$ cat src/rtl/rs_alu.sv
// ALU reservation station: holds renamed instructions until both sources are
// ready, then issues the lowest-index ready entry once per cycle.

package rs_alu_pkg;
    localparam int PREG_W = 6;
    localparam int ROB_W  = 5;

    typedef struct packed {
        logic [3:0]        opcode;
        logic [PREG_W-1:0] prd;
        logic [PREG_W-1:0] prs1;
        logic [PREG_W-1:0] prs2;
        logic [ROB_W-1:0]  rob_tag;
    } renamed_instr_t;
endpackage

module rs_alu
    import rs_alu_pkg::*;
#(
    parameter int RS_SIZE   = 8,
    parameter int PREG_BITS = PREG_W,
    parameter int CNT_BITS  = $clog2(RS_SIZE) + 1
) (
    input  logic                 clk,
    input  logic                 rst,
    input  logic                 flush,
    input  logic                 dispatch_alu_en,
    input  renamed_instr_t       dispatch_alu_instr,
    input  logic                 src1_ready_in,
    input  logic                 src2_ready_in,
    output logic                 rs_alu_full,
    input  logic                 cdb_valid,
    input  logic [PREG_BITS-1:0] cdb_tag,
    output logic                 issue_valid,
    input  logic                 issue_ready,
    output renamed_instr_t       issue_instr,
    output logic [CNT_BITS-1:0]  occupancy
);

    localparam int IDX_BITS = $clog2(RS_SIZE);

    logic [RS_SIZE-1:0]  valid_r;
    logic [RS_SIZE-1:0]  rdy1_r;
    logic [RS_SIZE-1:0]  rdy2_r;
    renamed_instr_t      instr_r [RS_SIZE];
    logic [CNT_BITS-1:0] occ_r;

    logic [RS_SIZE-1:0]  cand_s;
    logic [RS_SIZE-1:0]  free_s;
    logic [RS_SIZE-1:0]  wake1_s;
    logic [RS_SIZE-1:0]  wake2_s;
    logic [IDX_BITS-1:0] sel_idx_s;
    logic [IDX_BITS-1:0] free_idx_s;
    logic                full_s;
    logic                any_cand_s;
    logic                alloc_s;
    logic                fire_s;
    logic                bypass1_s;
    logic                bypass2_s;
    logic [CNT_BITS-1:0] alloc_inc_s;
    logic [CNT_BITS-1:0] fire_dec_s;

    // Candidates use registered readiness only, so a wakeup counts one cycle later.
    always_comb begin
        cand_s     = valid_r & rdy1_r & rdy2_r;
        free_s     = ~valid_r;
        full_s     = (occ_r == CNT_BITS'(RS_SIZE));
        any_cand_s = |cand_s;
    end

    // Lowest-index priority encoders: scanning downward lets the lowest hit win.
    always_comb begin
        sel_idx_s  = {IDX_BITS{1'b0}};
        free_idx_s = {IDX_BITS{1'b0}};
        for (int i = RS_SIZE - 1; i >= 0; i--) begin
            sel_idx_s  = cand_s[i] ? IDX_BITS'(i) : sel_idx_s;
            free_idx_s = free_s[i] ? IDX_BITS'(i) : free_idx_s;
        end
    end

    // CDB tag match against every resident entry's sources.
    always_comb begin
        wake1_s = {RS_SIZE{1'b0}};
        wake2_s = {RS_SIZE{1'b0}};
        for (int i = 0; i < RS_SIZE; i++) begin
            wake1_s[i] = valid_r[i] && cdb_valid && (cdb_tag == instr_r[i].prs1);
            wake2_s[i] = valid_r[i] && cdb_valid && (cdb_tag == instr_r[i].prs2);
        end
    end

    // Dispatch-time readiness, including a broadcast landing in the same cycle.
    always_comb begin
        bypass1_s = src1_ready_in
                    || (dispatch_alu_instr.prs1 == {PREG_BITS{1'b0}})
                    || (cdb_valid && (cdb_tag == dispatch_alu_instr.prs1));
        bypass2_s = src2_ready_in
                    || (dispatch_alu_instr.prs2 == {PREG_BITS{1'b0}})
                    || (cdb_valid && (cdb_tag == dispatch_alu_instr.prs2));
    end

    // Handshake qualification; a flush discards both allocation and issue.
    always_comb begin
        alloc_s     = dispatch_alu_en && !full_s && !flush;
        fire_s      = any_cand_s && issue_ready && !flush;
        alloc_inc_s = {{(CNT_BITS-1){1'b0}}, alloc_s};
        fire_dec_s  = {{(CNT_BITS-1){1'b0}}, fire_s};
    end

    // Outputs are pure functions of the entry state.
    always_comb begin
        rs_alu_full = full_s;
        issue_valid = any_cand_s;
        occupancy   = occ_r;
        if (any_cand_s) begin
            issue_instr = instr_r[sel_idx_s];
        end else begin
            issue_instr = '0;
        end
    end

    // Entry state; the allocated slot was free at cycle start so it never aliases the issuing one.
    always_ff @(posedge clk) begin
        if (rst || flush) begin
            valid_r <= {RS_SIZE{1'b0}};
            rdy1_r  <= {RS_SIZE{1'b0}};
            rdy2_r  <= {RS_SIZE{1'b0}};
            occ_r   <= {CNT_BITS{1'b0}};
            for (int i = 0; i < RS_SIZE; i++) begin
                instr_r[i] <= '0;
            end
        end else begin
            for (int i = 0; i < RS_SIZE; i++) begin
                if (alloc_s && (free_idx_s == IDX_BITS'(i))) begin
                    valid_r[i] <= 1'b1;
                    instr_r[i] <= dispatch_alu_instr;
                    rdy1_r[i]  <= bypass1_s;
                    rdy2_r[i]  <= bypass2_s;
                end else begin
                    if (fire_s && (sel_idx_s == IDX_BITS'(i))) begin
                        valid_r[i] <= 1'b0;
                    end
                    if (wake1_s[i]) begin
                        rdy1_r[i] <= 1'b1;
                    end
                    if (wake2_s[i]) begin
                        rdy2_r[i] <= 1'b1;
                    end
                end
            end
            occ_r <= occ_r + alloc_inc_s - fire_dec_s;
        end
    end

endmodule

$ cat config.mk
export PLATFORM = sky130hd
export DESIGN_NAME = rs_alu
export DESIGN_NICKNAME = d
export VERILOG_FILES = /design/src/rtl/rs_alu.sv
export SDC_FILE = /design/constraint.sdc
export NUM_CORES = 1
export LEC_CHECK = 0
export ABC_AREA = 1
export CAP_MARGIN = 20
export CORE_MARGIN = 5
export CORE_UTILIZATION = 67
export CTS_BUF_LIST = sky130_fd_sc_hd__clkbuf_4 sky130_fd_sc_hd__clkbuf_8
export DETAILED_ROUTE_END_ITERATION = 8
export PLACE_DENSITY = 0.94
export SLEW_MARGIN = 10
export SYNTH_ARGS = -nofsm -noshare
export SYNTH_HDL_FRONTEND = slang
export SYNTH_SLANG_ARGS = --single-unit
$ cat constraint.sdc
create_clock -name clk -period 7.1 [get_ports clk]
set_input_delay 1.42 -clock clk [delete_from_list [all_inputs] [get_ports clk]]
set_output_delay 1.42 -clock clk [all_outputs]
set_load 0.05 [all_outputs]
==> flow_summary.json <==
{
  "r2r_cells": 15,
  "dr_wl_met2_um": 17800,
  "min_from": "rdy2_r[1]$_SDFFE_PP0P_",
  "fin_tns_setup_ns": 0,
  "async_flop_share": 0,
  "cp-start-kind": "register",
  "cpPeakStageDelay_ns": 0.81,
  "drtPass1Iterations": 7,
  "synth_top_area_share": 0.529,
  "drive_above_1_share": 0.0648,
  "wl_met3_um": 5740,
  "coreArea_um2": 18000,
  "final_cell_mix": "nor2_1 (380), edfxtp_1 (216), nand2_1 (196)",
  "worstMarginPinSlew_ns": 1.06,
  "mostFrequentLayoutCell": "nor2_1",
  "clock_skew_ns": 0.0267,
  "max_cap_violations": 0,
  "syn_inst": 1393,
  "drtIter0Drc": 2004,
  "clk_pin_slew_worst_paths_ns": 0.06,
  "htree_num_levels": 2,
  "cts_max_path_buffers": 3,
  "areaGrowthSynthToFinish_pct": 12.9,
  "hp-class": "register to register",
  "cts_buffers": 40,
  "total_power_w": 0.00308,
  "antenna_left": 0,
  "antenna_cells": 0,
  "placement.io_buffers": 73,
  "syn_area_um2": 12300,
  "via_per_inst": 6.44,
  "grt_pass1_vias": 10500,
  "grt_max_degree": 49,
  "cts.sinks": 244,
  "seq_area_frac_synth": 0.575,
  "antenna_found_initial": 0,
  "reg2reg_slack_ns": 3.55,
  "cp_num_buf_inv": 2,
  "dieArea_um2": 21100,
  "fp.dieW_um": 145,
  "initial_core_util": 0.683,
  "slew_violations": 0,
  "hold_path_end": "rdy2_r[1]$_SDFFE_PP0P_",
  "crit_path_cell_trace": "nand2_1 -> nor2_1 -> nand2_1 -> nand2_1 -> nand2_1 -> nand2_1 -> nand2_2 -> nand2_4 -> nand2_4 -> nand2_4 -> inv_2 -> a21oi_1 -> nand2_1 -> nand2_1 -> clkdlybuf4s50_1",
  "p_per_area_nw_per_um2": 223,
  "ctsHoldBuffers": 0,
  "vdd_drop_max_uv": 225,
  "post-route-drc-count": 0,
  "ys.flop_type": "edfxtp_1",
  "synth_edf_count": 216,
  "critPathSlowestCell": "clkdlybuf4s50_1",
  "yosys.area.top_type": "edfxtp_1",
  "critPathMostFrequentCell": "nand2_1",
  "io-pin-count": 74,
  "gp_congestion": 1.03,
  "wl_met1_um": 12700,
  "vias": 11000,
  "ys_types": 43,
  "crit_family": "simple AND/OR/NAND/NOR gates",
  "fin_crit_sh": 0.777,
  "crit_fanout": 45,
  "crit_path_end_kind": "output pin",
  "grt.total_usage": 0.350,
  "clkLatencyLatePin_ns": 0.57,
  "whs_ns": 0.528,
  "cts_resized": 0,
  "worstPathRequired_ns": 5.68,
  "die_h_um": 145,
  "netlist_top_cells_area": "edfxtp_1 (53%), nor2_1 (12%), nand2_1 (6.0%)",
  "highest_layer": "met4",
  "finalSetupViolCount": 0,
  "rsz0062_at_grt": "no",
  "final_nets": 1499,
  "cts_tree": "done",
  "dpl.hpwl_um": 24000,
  "stdcell_area_um2": 13800,
  "reg2reg_from": "valid_r[0]$_SDFFE_PP0P_",
  "worstReg2RegEnd": "occupancy[3]$_SDFF_PP0_",
  "status": "finished, final reports clean",
  "root_buffer": "clkbuf_8",
  "crit_arrival_ns": 4.10,
  "rows": 49,
  "period_needed_ns": 5.52,
  "gr-total-overflow": 0,
  "power.leakage_nw": 5.61,
  "fin_util": 0.771,
  "fmax_ghz": 0.181,
  "grt_pass1_wl_um": 57800,
  "synth.avg_cell_area_um2": 8.80,
  "synth_nets": 1440,
  "hold_violations": 0,
  "drt-total-wl_um": 38700,
  "yosysWarnings": 0,
  "post_cts_buffers": 0,
  "path_class": "register to output pin",
  "placed_cell_area_um2": 13100,
  "ys_seq_elements": 244,
  "whs_path_depth": 2,
  "avgRoutedWirePerCell_um": 22.6,
  "relSlewSlack": 0.293
}
stage by stage:
stage | worst slack [ns] | instances
CTS | 1.69 | 1709
finish | 1.58 | 1710
floorplan | 3.63 | 1393
global route | 1.40 | 1710
detailed placement | 2.27 | 1638
global placement | 2.29 | 1638
cell usage after synthesis, types with 8 or more instances:
cell and instances:
nand2_1 197, a21oi_1 44, o22ai_1 33, buf_2 30, nor2_1 381, inv_1 143, nand4_1 23, nor3_1 41
xnor2_1 20, clkbuf_1 34, xor2_1 11, o21ai_0 66, nand3_1 39, edfxtp_1 216, a211oi_1 8, dfxtp_1 28
power breakdown:
part	switching [W]	leakage (nW)	internal, W
registers	0.0000373	2.61	0.00163
clock network	0.000579	0.391	0.000614
logic	0.000153	2.61	0.0000678
registers in the layout, indices dropped and copies added, names as in the netlist:
register,count
rdy1_r,8
instr_r,216
rdy2_r,8
valid_r,8
occupancy,4
worst register-to-register path: stages, from the launching register on:
cell,delay [ns]
dfxtp_1,0.45
nand3_2,0.26
nand2_1,0.22
inv_1,0.07
nand2_1,0.53
buf_4,0.42
nor2_1,0.16
nor2_1,0.15
ha_1,0.22
inv_1,0.06
ha_1,0.26
nand2_1,0.07
nor2_1,0.04
a211oi_1,0.24
o21ai_0,0.14
a21oi_1,0.17
worst max-delay path by stage:
stage	endpoint	from	depth (start not counted)
floorplan	issue_instr[16]	valid_r[7]$_SDFFE_PP0P_	12
global placement	issue_instr[16]	valid_r[7]$_SDFFE_PP0P_	15
detailed placement	issue_instr[16]	valid_r[7]$_SDFFE_PP0P_	15
CTS	issue_instr[12]	valid_r[4]$_SDFFE_PP0P_	11
global route	issue_instr[13]	valid_r[7]$_SDFFE_PP0P_	15
finish	issue_instr[13]	valid_r[7]$_SDFFE_PP0P_	15
metal layers:
layer | vias up | global-route usage
met3 | 236 | 0.0951
met4 | 0 | 0.185
met2 | 1015 | 0.564
li1 | 4761 | -
met5 | - | 0
met1 | 5001 | 0.433
logic make-up (layout without fill, tap and decap cells):
kind of cell | after synthesis | in the layout | share of synthesized area
buf+inv | 221 | 309 | 0.0716
xor+xnor | 31 | 31 | 0.0221
compound gates | 183 | 183 | 0.0876
flops | 244 | 244 | 0.575
fa+ha+maj | 6 | 6 | 0.00673
simple gates | 708 | 708 | 0.237
layout make-up:
class                      count  area, um2
sequential                   244       7050
multi-input combinational    928       4340
fill                        1152       4110
timing repair buffer          88        863
clock buffer                  49        618
inverter                     150        563
tap                          229        287
clock inverter                22        130
Power figures use the tool's default switching activity.
